==> src/rtl/pio_host_seq.sv <==
// PIO host-side sequencer: accepts one host register access, drives ATA address/CS/data,
// selects the timing set and runs one cycle on the PIO timing controller. Option: ATA_PIO_DEV_TIMING_EN.
module pio_host_seq #(
    parameter int unsigned TWIDTH = 8,
    parameter int unsigned DWIDTH = 16
) (
    input  logic              clk,
    input  logic              nReset,
    input  logic              rst,
    input  logic              req,
    input  logic              we_i,
    input  logic [3:0]        adr_i,
    input  logic [DWIDTH-1:0] dat_i,
    output logic              ack_o,
    output logic [DWIDTH-1:0] dat_o,
    output logic              busy_o,
    input  logic [TWIDTH-1:0] Tc1,
    input  logic [TWIDTH-1:0] Tc2,
    input  logic [TWIDTH-1:0] Tc4,
    input  logic [TWIDTH-1:0] Tceoc,
    input  logic [TWIDTH-1:0] Td0_1,
    input  logic [TWIDTH-1:0] Td0_2,
    input  logic [TWIDTH-1:0] Td0_4,
    input  logic [TWIDTH-1:0] Td0_eoc,
    input  logic [TWIDTH-1:0] Td1_1,
    input  logic [TWIDTH-1:0] Td1_2,
    input  logic [TWIDTH-1:0] Td1_4,
    input  logic [TWIDTH-1:0] Td1_eoc,
    input  logic              IORDYc_en,
    input  logic              IORDYd0_en,
    input  logic              IORDYd1_en,
    output logic              go,
    output logic              we,
    output logic [TWIDTH-1:0] T1,
    output logic [TWIDTH-1:0] T2,
    output logic [TWIDTH-1:0] T4,
    output logic [TWIDTH-1:0] Teoc,
    output logic              IORDY_en,
    input  logic              done,
    input  logic              dstrb,
    output logic [2:0]        DA,
    output logic              CS0n,
    output logic              CS1n,
    output logic [DWIDTH-1:0] DDo,
    input  logic [DWIDTH-1:0] DDi
);

    typedef enum logic [1:0] {IDLE, ISSUE, WAIT, ACK} state_t;
    typedef enum logic [1:0] {SEL_C, SEL_D0, SEL_D1} tsel_t;

    state_t            state_q;
    tsel_t             tsel_q;
    tsel_t             acc_sel;
    logic              acc_iordy;
    logic              go_q, ack_q, busy_q, we_q, iordy_q;
    logic              cs0n_q, cs1n_q;
    logic [2:0]        da_q;
    logic [DWIDTH-1:0] ddo_q, dat_q;

`ifdef ATA_PIO_DEV_TIMING_EN
    logic              dev_q;
`else
    logic              unused_d1;
    assign unused_d1 = ^{Td1_1, Td1_2, Td1_4, Td1_eoc, IORDYd1_en};
`endif

    always_comb begin
        acc_sel = SEL_C;
        if (adr_i == 4'h0) begin
`ifdef ATA_PIO_DEV_TIMING_EN
            acc_sel = dev_q ? SEL_D1 : SEL_D0;
`else
            acc_sel = SEL_D0;
`endif
        end
        case (acc_sel)
            SEL_D0:  acc_iordy = IORDYd0_en;
            SEL_D1:  acc_iordy = IORDYd1_en;
            default: acc_iordy = IORDYc_en;
        endcase
    end

    // The set selection is registered at acceptance; the reset selection (compatible)
    // makes the timing outputs track the compatible inputs without loading data in reset.
    always_comb begin
        case (tsel_q)
            SEL_D0: begin
                T1 = Td0_1; T2 = Td0_2; T4 = Td0_4; Teoc = Td0_eoc;
            end
`ifdef ATA_PIO_DEV_TIMING_EN
            SEL_D1: begin
                T1 = Td1_1; T2 = Td1_2; T4 = Td1_4; Teoc = Td1_eoc;
            end
`endif
            default: begin
                T1 = Tc1; T2 = Tc2; T4 = Tc4; Teoc = Tceoc;
            end
        endcase
    end

    always_ff @(posedge clk or negedge nReset) begin
        if (!nReset) begin
            state_q <= IDLE;
            tsel_q  <= SEL_C;
            go_q    <= 1'b0;
            ack_q   <= 1'b0;
            busy_q  <= 1'b0;
            we_q    <= 1'b0;
            iordy_q <= 1'b0;
            cs0n_q  <= 1'b1;
            cs1n_q  <= 1'b1;
            da_q    <= '0;
            ddo_q   <= '0;
            dat_q   <= '0;
`ifdef ATA_PIO_DEV_TIMING_EN
            dev_q   <= 1'b0;
`endif
        end else if (rst) begin
            state_q <= IDLE;
            tsel_q  <= SEL_C;
            go_q    <= 1'b0;
            ack_q   <= 1'b0;
            busy_q  <= 1'b0;
            we_q    <= 1'b0;
            iordy_q <= 1'b0;
            cs0n_q  <= 1'b1;
            cs1n_q  <= 1'b1;
            da_q    <= '0;
            ddo_q   <= '0;
            dat_q   <= '0;
`ifdef ATA_PIO_DEV_TIMING_EN
            dev_q   <= 1'b0;
`endif
        end else begin
            case (state_q)
                IDLE: begin
                    if (req) begin
                        state_q <= ISSUE;
                        go_q    <= 1'b1;
                        busy_q  <= 1'b1;
                        we_q    <= we_i;
                        da_q    <= adr_i[2:0];
                        cs0n_q  <= adr_i[3];
                        cs1n_q  <= ~adr_i[3];
                        ddo_q   <= dat_i;
                        tsel_q  <= acc_sel;
                        iordy_q <= acc_iordy;
`ifdef ATA_PIO_DEV_TIMING_EN
                        // The Device/Head write itself already used the compatible set.
                        if (we_i && adr_i == 4'h6)
                            dev_q <= dat_i[4];
`endif
                    end
                end
                ISSUE: begin
                    go_q    <= 1'b0;
                    state_q <= WAIT;
                end
                WAIT: begin
                    if (dstrb && !we_q)
                        dat_q <= DDi;
                    if (done) begin
                        ack_q   <= 1'b1;
                        state_q <= ACK;
                    end
                end
                ACK: begin
                    ack_q   <= 1'b0;
                    busy_q  <= 1'b0;
                    state_q <= IDLE;
                end
                default: state_q <= IDLE;
            endcase
        end
    end

    assign go       = go_q;
    assign ack_o    = ack_q;
    assign busy_o   = busy_q;
    assign we       = we_q;
    assign IORDY_en = iordy_q;
    assign DA       = da_q;
    assign CS0n     = cs0n_q;
    assign CS1n     = cs1n_q;
    assign DDo      = ddo_q;
    assign dat_o    = dat_q;

endmodule
==> config.mk <==
export PLATFORM = sky130hd
export DESIGN_NAME = pio_host_seq
export DESIGN_NICKNAME = d
export VERILOG_FILES = /design/src/rtl/pio_host_seq.sv
export SDC_FILE = /design/constraint.sdc
export NUM_CORES = 1
export LEC_CHECK = 0
export ABC_AREA = 0
export ABC_CLOCK_PERIOD_IN_PS = 3020
export CAP_MARGIN = 20
export CORE_AREA = 3 3 87 89
export DETAILED_ROUTE_END_ITERATION = 10
export DIE_AREA = 0 0 90 92
export PLACE_DENSITY = 0.85
export SYNTH_ARGS = -nofsm -noshare
export SYNTH_HDL_FRONTEND = slang
export SYNTH_SLANG_ARGS = --single-unit
==> constraint.sdc <==
create_clock -name clk -period 3.02 [get_ports clk]
set_input_delay 0.302 -clock clk [delete_from_list [all_inputs] [get_ports clk]]
set_output_delay 0.302 -clock clk [all_outputs]
set_load 0.01 [all_outputs]
==> results.toml <==
[run_status]
status = "finished with violations"
violations = "negative hold slack"

[setup_path]
arrival_ps = 1900
crit_chain = "buf_4 > mux2_2 > clkdlybuf4s50_1"
start_kind = "flip-flop"
crit_buf_inv = 2
critPathMaxFanout = 33
crit_type = "reg2out"
cp_slowest_cell = "clkdlybuf4s50_1"
required_ps = 2720
critPathMaxStageDelay_ps = 530
critPathTopFamily = "buffers and inverters"
end_kind = "primary output"

[power]
peakVddDrop_uv = 209.7
leakagePower_uw = 0.001733
power_density_mw_per_mm2 = 418.2

[timing]
worst_pin_slew_ps = 951.4
slew_violations = 0
skew_ps = 11.26
fin_setup_tns_ps = 0
hold_ws_ps = -6.137
fin_crit_sh = 0.7302
finalSetupViolations = 0
rsz0062_at_grt = "false"
maxSlewHeadroom = 0.3651
clock.fmax_ghz = 0.4535
hold_viol = 11
post-route-min-period_ps = 2205

[placed_design]
gp_congestion = 0.8259
hpwlAfterDp_um = 5868
place.port_buffers = 182

[global_route]
track_usage = 0.1748
grt_pass1_vias = 2239
grt_max_degree = 46
grt_pass1_wl_um = 11700
grt.overflow.total = 0
grt_antenna_before_repair = 0

[clock_tree]
numCtsBuffers = 5
clk_path_buf_depth = 2
ctsHoldBuffers = 0
root_buffer = "clkbuf_8"
cts_sinks = 45
cts_resized = 0
clk_latency_ps = 290
post_cts_buffers = 0
tritoncts = "built"
cts_max_level = 2
clk_pin_slew_ps = 90

[floorplan]
rows = 30
io_pins = 216
die_area_mm2 = 0.008280
chipHeight_um = 92
die-width_um = 90
start_util = 0.3214
core-area_mm2 = 0.006832

[detailed_routing]
drc = 0
ant_nets = 0
vias = 2094
avgRoutedWirePerCell_um = 16.47
drt_iter0_markers = 65
routed_wirelength_um = 7327
avgViaCountPerCell = 4.706
dr.pass1.iters = 4

[synthesis]
ys_warn_count = 0
avgSynthCellArea_um2 = 13.15
synth_seq_area_share = 0.5140
synth_edf_count = 0
synth_area_leaders = "dfrtp_1 49%, mux2_2 17%, a22o_1 11%, a22o_2 4.6%, dfstp_2 2.4%"
async_reset_ff_frac = 1.000
synthFlopType = "dfrtp_1"
synth_top_area_cell = "dfrtp_1"
syn-num-nets = 313
synth_top_area_frac = 0.4900
ys_seq_elements = 45
yosysMostFrequentCell = "dfrtp_1"
synth_common_cells = "43 x dfrtp_1, 33 x mux2_2, 28 x a22o_1"
netlist_area_mm2 = 0.002196
yosysUniqueCellTypes = 24
synth_cells = 167

[cells_and_area]
nets = 494
multi_input_area_um2 = 964.7
drive_above_1_share = 0.1805
area_delta_synth_final_pct = 91.97
diodes = 0
final.fill_count = 556
finalCoreUtilization = 0.6170
seq_area_mm2 = 0.001129

[job]
cap_violations = 0

[hold_path]
holdCritPathClass = "in2async"
==> cell usage in the layout (no fill, tap or decap) <==
master,count
clkdlybuf4s50_1,181
nand2b_1,1
buf_16,1
buf_4,2
clkbuf_8,6
ha_1,4
buf_2,1
nor4_2,1
a21oi_2,1
nor2_2,1
nor2b_1,3
nand3_1,5
clkinvlp_4,1
a21oi_1,7
dfstp_2,2
a31oi_4,1
or2b_1,1
nor3_1,1
bufinv_16,1
inv_1,6
o21ai_0,5
a22o_1,28
mux2_2,33
a22o_2,10
nor3_4,1
dfrtp_1,43
nand2_1,1
nand2_2,1
==> state kept, by name, summed over array words and instances, names as in the netlist, 2 cells and up <==
signal	cells
state_q	2
DDo	16
dat_o	16
DA	3
==> worst register-to-register path, cell delays in order (launching register included) <==
cell and delay, ps:
dfrtp_1 420, inv_1 110, ha_1 300, nand2_1 120, nor2_2 740, a22o_1 250
==> area by class of cell <==
class / instances / share of cell area
Clock inverter: 2 / 0.008905
Multi-Input combinational cell: 105 / 0.2289
Clock buffer: 6 / 0.01959
Tap cell: 96 / 0.02850
Timing Repair Buffer: 185 / 0.4411
Inverter: 6 / 0.005343
Sequential cell: 45 / 0.2677
==> where the power goes <==
part / switching, uW / internal (uW)
clock network: 202 / 269
registers: 40.4 / 669
logic: 225 / 357
total: 468 / 1290
==> kinds of logic after synthesis <==
family / Yosys count / share of synthesized area
compound gates: 52 / 0.1983
fa+ha+maj: 4 / 0.02279
buf+inv: 17 / 0.04672
flops: 45 / 0.5140
mux: 33 / 0.1692
simple gates: 16 / 0.04901
==> worst paths after layout <==
| kind | from | end | slack (ps) | cells after the start |
|---|---|---|---|---|
| max in group asynchronous | nReset | DDo[11]$_DFFE_PN0P_ | 2510 | 2 |
| worst min-delay path | nReset | dat_o[15]$_DFFE_PN0P_ | -6 | 1 |
| worst max-delay path | tsel_q[0]$_DFFE_PN0P_ | Teoc[7] | 810 | 3 |
| worst min register to register | CS0n$_DFFE_PN1P_ | CS0n$_DFFE_PN1P_ | 460 | 2 |
| min in group clk | CS0n$_DFFE_PN1P_ | CS0n$_DFFE_PN1P_ | 460 | 2 |
| worst max register to register | state_q[0]$_DFFE_PN0P_ | DDo[7]$_DFFE_PN0P_ | 1010 | 5 |
==> metal layers <==
layer	share of wire	vias to the layer above	global-route usage
li1	-	990	-
met1	0.37	1015	0.2019
met2	0.53	85	0.3136
met3	0.089	4	0.06481
met4	0.0072	0	0.02934
met5	0	-	0
==> per-stage QoR <==
| step | power, uW | worst slack (ps) | hold WS (ps) | cell area, um2 | cells |
|---|---|---|---|---|---|
| after floorplan | 950.4 | 1635 | 6.409 | 2196 | 167 |
| after global placement | 1287 | 890.1 | 454.8 | 4068 | 436 |
| after detailed placement | 1303 | 840.6 | 456.9 | 4068 | 436 |
| after CTS | 1781 | 783.9 | 199.5 | 4188 | 444 |
| after global routing | 1865 | 712.2 | 23.87 | 4215 | 445 |
| final | 1763 | 814.9 | -6.137 | 4215 | 445 |
Note: power is estimated with default switching activity, not from simulation.
